--- config.mk ---
export PLATFORM = sky130hd
export DESIGN_NAME = multiples_fifo_ctrl
export DESIGN_NICKNAME = d
export VERILOG_FILES = /design/src/rtl/multiples_fifo_ctrl.sv
export SDC_FILE = /design/constraint.sdc
export NUM_CORES = 1
export LEC_CHECK = 0
export CAP_MARGIN = 20
export CORE_UTILIZATION = 35
export CTS_BUF_LIST = sky130_fd_sc_hd__clkbuf_2
export DETAILED_ROUTE_END_ITERATION = 10
export DONT_BUFFER_PORTS = 1
export GPL_TIMING_DRIVEN = 0
export PLACE_DENSITY = 0.53
export SLEW_MARGIN = 10
export SYNTH_ARGS = -nofsm -noshare
export SYNTH_HDL_FRONTEND = slang
export SYNTH_SLANG_ARGS = --single-unit
--- constraint.sdc ---
create_clock -name clk -period 3.2 [get_ports clk]
set_input_delay 0.64 -clock clk [delete_from_list [all_inputs] [get_ports clk]]
set_output_delay 0.64 -clock clk [all_outputs]
set_load 0.05 [all_outputs]
--- src/rtl/multiples_fifo_ctrl.sv ---
// rtl/multiples_fifo_ctrl.sv - pointer/handshake controller for the 10-slot multiples array
module multiples_fifo_ctrl #(
  parameter int DEPTH      = 10,
  parameter int ADDR_WIDTH = 4,
  parameter int DATA_WIDTH = 3
) (
  input  logic                  clk,
  input  logic                  rst,
  input  logic                  flush,
  input  logic                  push_valid,
  input  logic [DATA_WIDTH-1:0] push_data,
  output logic                  push_ready,
  output logic                  pop_valid,
  output logic [DATA_WIDTH-1:0] pop_data,
  input  logic                  pop_ready,
  output logic                  mem_write_enable,
  output logic [ADDR_WIDTH-1:0] mem_write_address,
  output logic [DATA_WIDTH-1:0] mem_write_data,
  output logic [ADDR_WIDTH-1:0] mem_read_address,
  input  logic [DATA_WIDTH-1:0] mem_read_data,
  output logic [ADDR_WIDTH-1:0] count,
  output logic                  full,
  output logic                  empty,
  output logic                  overflow_err
);

  localparam logic [ADDR_WIDTH-1:0] LAST_SLOT = ADDR_WIDTH'(DEPTH - 1);
  localparam logic [ADDR_WIDTH-1:0] FULL_CNT  = ADDR_WIDTH'(DEPTH);

  logic [ADDR_WIDTH-1:0] wr_ptr;
  logic [ADDR_WIDTH-1:0] rd_ptr;
  logic                  push;
  logic                  pop;

  function automatic logic [ADDR_WIDTH-1:0] next_slot(input logic [ADDR_WIDTH-1:0] p);
    return (p == LAST_SLOT) ? '0 : p + 1'b1;
  endfunction

  assign full       = (count == FULL_CNT);
  assign empty      = (count == '0);
  assign push_ready = !full;
  assign pop_valid  = !empty;
  assign push       = push_valid && push_ready;
  assign pop        = pop_valid && pop_ready;

  // The array decodes the write address as (addr-1) mod DEPTH, hence the +1 encoding.
  assign mem_write_enable  = push && !rst && !flush;
  assign mem_write_address = next_slot(wr_ptr);
  assign mem_write_data    = push_data;
  assign mem_read_address  = rd_ptr;
  assign pop_data          = mem_read_data;

  always_ff @(posedge clk) begin
    if (rst) begin
      wr_ptr       <= '0;
      rd_ptr       <= '0;
      count        <= '0;
      overflow_err <= 1'b0;
    end else if (flush) begin
      wr_ptr <= '0;
      rd_ptr <= '0;
      count  <= '0;
    end else begin
      if (push) wr_ptr <= next_slot(wr_ptr);
      if (pop)  rd_ptr <= next_slot(rd_ptr);
      case ({push, pop})
        2'b10:   count <= count + 1'b1;
        2'b01:   count <= count - 1'b1;
        default: count <= count;
      endcase
      if (push_valid && full) overflow_err <= 1'b1;
    end
  end

endmodule

==> metrics.md <==
| Metric | Value |
|---|---|
| Synthesized-area fraction occupied by adder cells | `7.38%` |
| Gp weighted congestion | `0.706` |
| Clock skew | `2.18 ps` |
| Fillers | `230` |
| Inst Count DP | `121` |
| Largest family of logic cells by synthesized area | `simple AND/OR/NAND/NOR gates` |
| CTS clk-pin slew, worst paths | `120 ps` |
| GRT Overall Usage | `12.4%` |
| Setup TNS | `0 ps` |
| Via/cell ratio | `5.09` |
| Pin count of the biggest net entering global routing | `11` |
| Mapped Area | `779 sq um` |
| Core area | `0.00202 sq mm` |
| Tcrit/Tclk final | `90.9%` |
| PortBufs | `0` |
| Max_cap viols | `0` |
| Die X-Extent | `49.2 um` |
| Layout cell share with drive strength beyond 1 | `20.4%` |
| CTS tree | `built` |
| Syn-to-layout area delta | `7.38%` |
| Status | `complete, no violations` |
| First-pass GRT wire length | `2.30 mm` |
| PD cells | `406 mW/mm^2` |
| LEAKAGE | `0.331 nW` |
| Util after Layout | `41.4%` |
| Met1 WL | `647 um` |
| Slew headroom | `26.3%` |
| Setup repair after global routing missed its margin | `false` |
| Placed Instance Area | `813 sq um` |
| Met3 routed WL | `116 um` |
| Slack of the critical path | `290 ps` |
| Worst Path Arrival | `3060 ps` |
| Ant diodes | `0` |
| Via count | `636` |
| Most frequent cells in the layout | `dfxtp_1 (12), nor2_1 (10), inv_1 (9)` |
| Clk sinks | `13` |
| Worst path bufs/invs | `1` |
| Crit Path Class | `flip-flop to flip-flop` |
| Area leader, netlist | `dfxtp_1` |
| Number of CTS-inserted buffers | `3` |
| F_max | `0.344 GHz` |
| Remaining antenna violation count after routing | `0` |
| Yosys top cell area share | `33.4%` |
| Post-Syn Area per Cell | `8.29 sq um` |
| Synth cell types | `33` |
| Critical Path Fanout Max | `7` |
| Clock buffer depth | `2` |
| Initial antenna violation count | `0` |
| Post-synthesis sequential area ratio | `33.4%` |
| Final Instance Area | `837 sq um` |
| Crit. End Element | `flip-flop` |
| Residual DRC | `0` |
| Req. time, crit path | `3350 ps` |
| Synth Area in Simple Gates | `21.7%` |
| VDD IR-drop max | `164 uV` |
| GRT overflow | `0` |
| Routed len/inst | `11.5 um` |
| Worst skew pair latency | `250 ps` |
| Final WL | `1.43 mm` |
| Die Area | `0.00242 sq mm` |
| Worst path slowest cell | `dfxtp_1` |
| H-tree depth | `1` |
| Non-filler cells, final | `125` |
| HP Class | `input port to flip-flop` |
| CP max stage delay | `740 ps` |
| Rows | `16` |
| XOR/XNOR share of the synthesized area | `5.62%` |
| Top Metal Used | `met4` |
| Hpwl dp | `1.12 mm` |
| # setup viols final | `0` |
| Pre-CTS WS | `277 ps` |
| Die Ht | `49.2 um` |
| Drt first pass iters | `3` |
| Area contributors post-synth | `dfxtp_1 (33%), buf_4 (5.8%), nor2_1 (5.3%)` |
| Mux contribution to synthesized area | `2.73%` |
| Synth Register Bits | `13` |
| Delay-heaviest family, CP | `simple AND/OR/NAND/NOR gates` |
| Worst Setup Start Kind | `flip-flop` |
| Synth Instances | `94` |
| Minimum clock period after layout | `2910 ps` |
| Initial DRC count | `5` |
| Synth Area in Compound Gates | `17.7%` |
| Fin. Hold Viols | `0` |
| Max-slew violation count | `0` |
| Ys Warns | `0` |
| I/O Pins | `35` |
| Vias in the first global route | `514` |
| Most common cell after layout, fill and taps aside | `dfxtp_1` |
| Worst path most repeated cell | `ha_1` |
| Initial Util | `38.6%` |
| Met2 routed WL | `650 um` |
| Nets | `114` |
| Syn Nets | `109` |
| Slew @ Worst Pin | `1100 ps` |
| Clock root cell | `clkbuf_2` |
| Crit-path cells | `nand4bb_2 -> and2_4 -> inv_2 -> ha_1 -> ha_1 -> a21oi_1 -> a211oi_1 -> o21ai_0 -> o31ai_1` |
area by class of cell:
| cell class | count | area, sq um | area share (%) |
|---|---|---|---|
| multi-input cells | 63 | 432 | 51.6 |
| flip-flops and latches | 13 | 262 | 31.2 |
| clock buffers | 4 | 20.0 | 2.39 |
| plain buffers | 8 | 52.6 | 6.28 |
| well taps | 27 | 33.8 | 4.04 |
| inverters | 10 | 37.5 | 4.48 |
path summary, 6_finish.rpt:
path,start,endpoint,slack (ps),depth (start not counted)
max,count[3],count[3],290,9
min,rst,overflow_err,440,1
max reg2reg,count[3],count[3],290,9
min reg2reg,wr_ptr[2],wr_ptr[2],550,2
per-stage QoR:
stage          power [mW]  hold slack [ps]
2_1_floorplan       0.254              507
3_3_place_gp        0.261              525
3_5_place_dp        0.261              548
4_1_cts             0.346              418
5_1_grt             0.361              406
6_report            0.340              437
power by group:
group          switching [mW]  internal, mW  total, mW  leakage [nW]
combinational          0.0565        0.0223     0.0788         0.208
clock                  0.0490        0.0332     0.0822        0.0166
sequential             0.0132         0.166      0.179         0.106
timing repair:
item,in CTS,in global routing
setup endpoints to repair,0,1
setup buffers,0,0
gates resized for setup,0,2
hold buffers,0,0
metal layers:
layer,vias up,GRT usage [%]
met5,-,0
met4,0,8.82
met3,2,3.12
met2,26,19.2
met1,286,14.7
li1,322,-
cell families after synthesis:
group	Yosys count
and+or+nand+nor	30
AOI/OAI and AO/OA	22
buffers and inverters	18
DFF	13
xor gates and xnor gates	5
adders and majority gates	4
muxes	2
flip-flops by register name (all words and copies together) (netlist names):
signal / cells
mem_read_address: 4
overflow_err: 1
count: 4
wr_ptr: 4
synthesized netlist by cell type (all sizes together):
master,number
a31oi,1
xnor2,3
nand2,4
a21oi,8
nor3,1
o21a,2
and2,2
or3,2
or2,1
or4,1
o31ai,1
nor2,11
a211oi,1
ha,3
a22o,1
a211o,1
mux2,1
o21ai,6
clkbuf,2
xor2,2
fa,1
nor2b,2
dfxtp,13
nand2b,1
o211a,1
inv,10
nand4bb,1
and4b,1
nand3,3
buf,6
mux2i,1
Power figures use the tool's default switching activity.
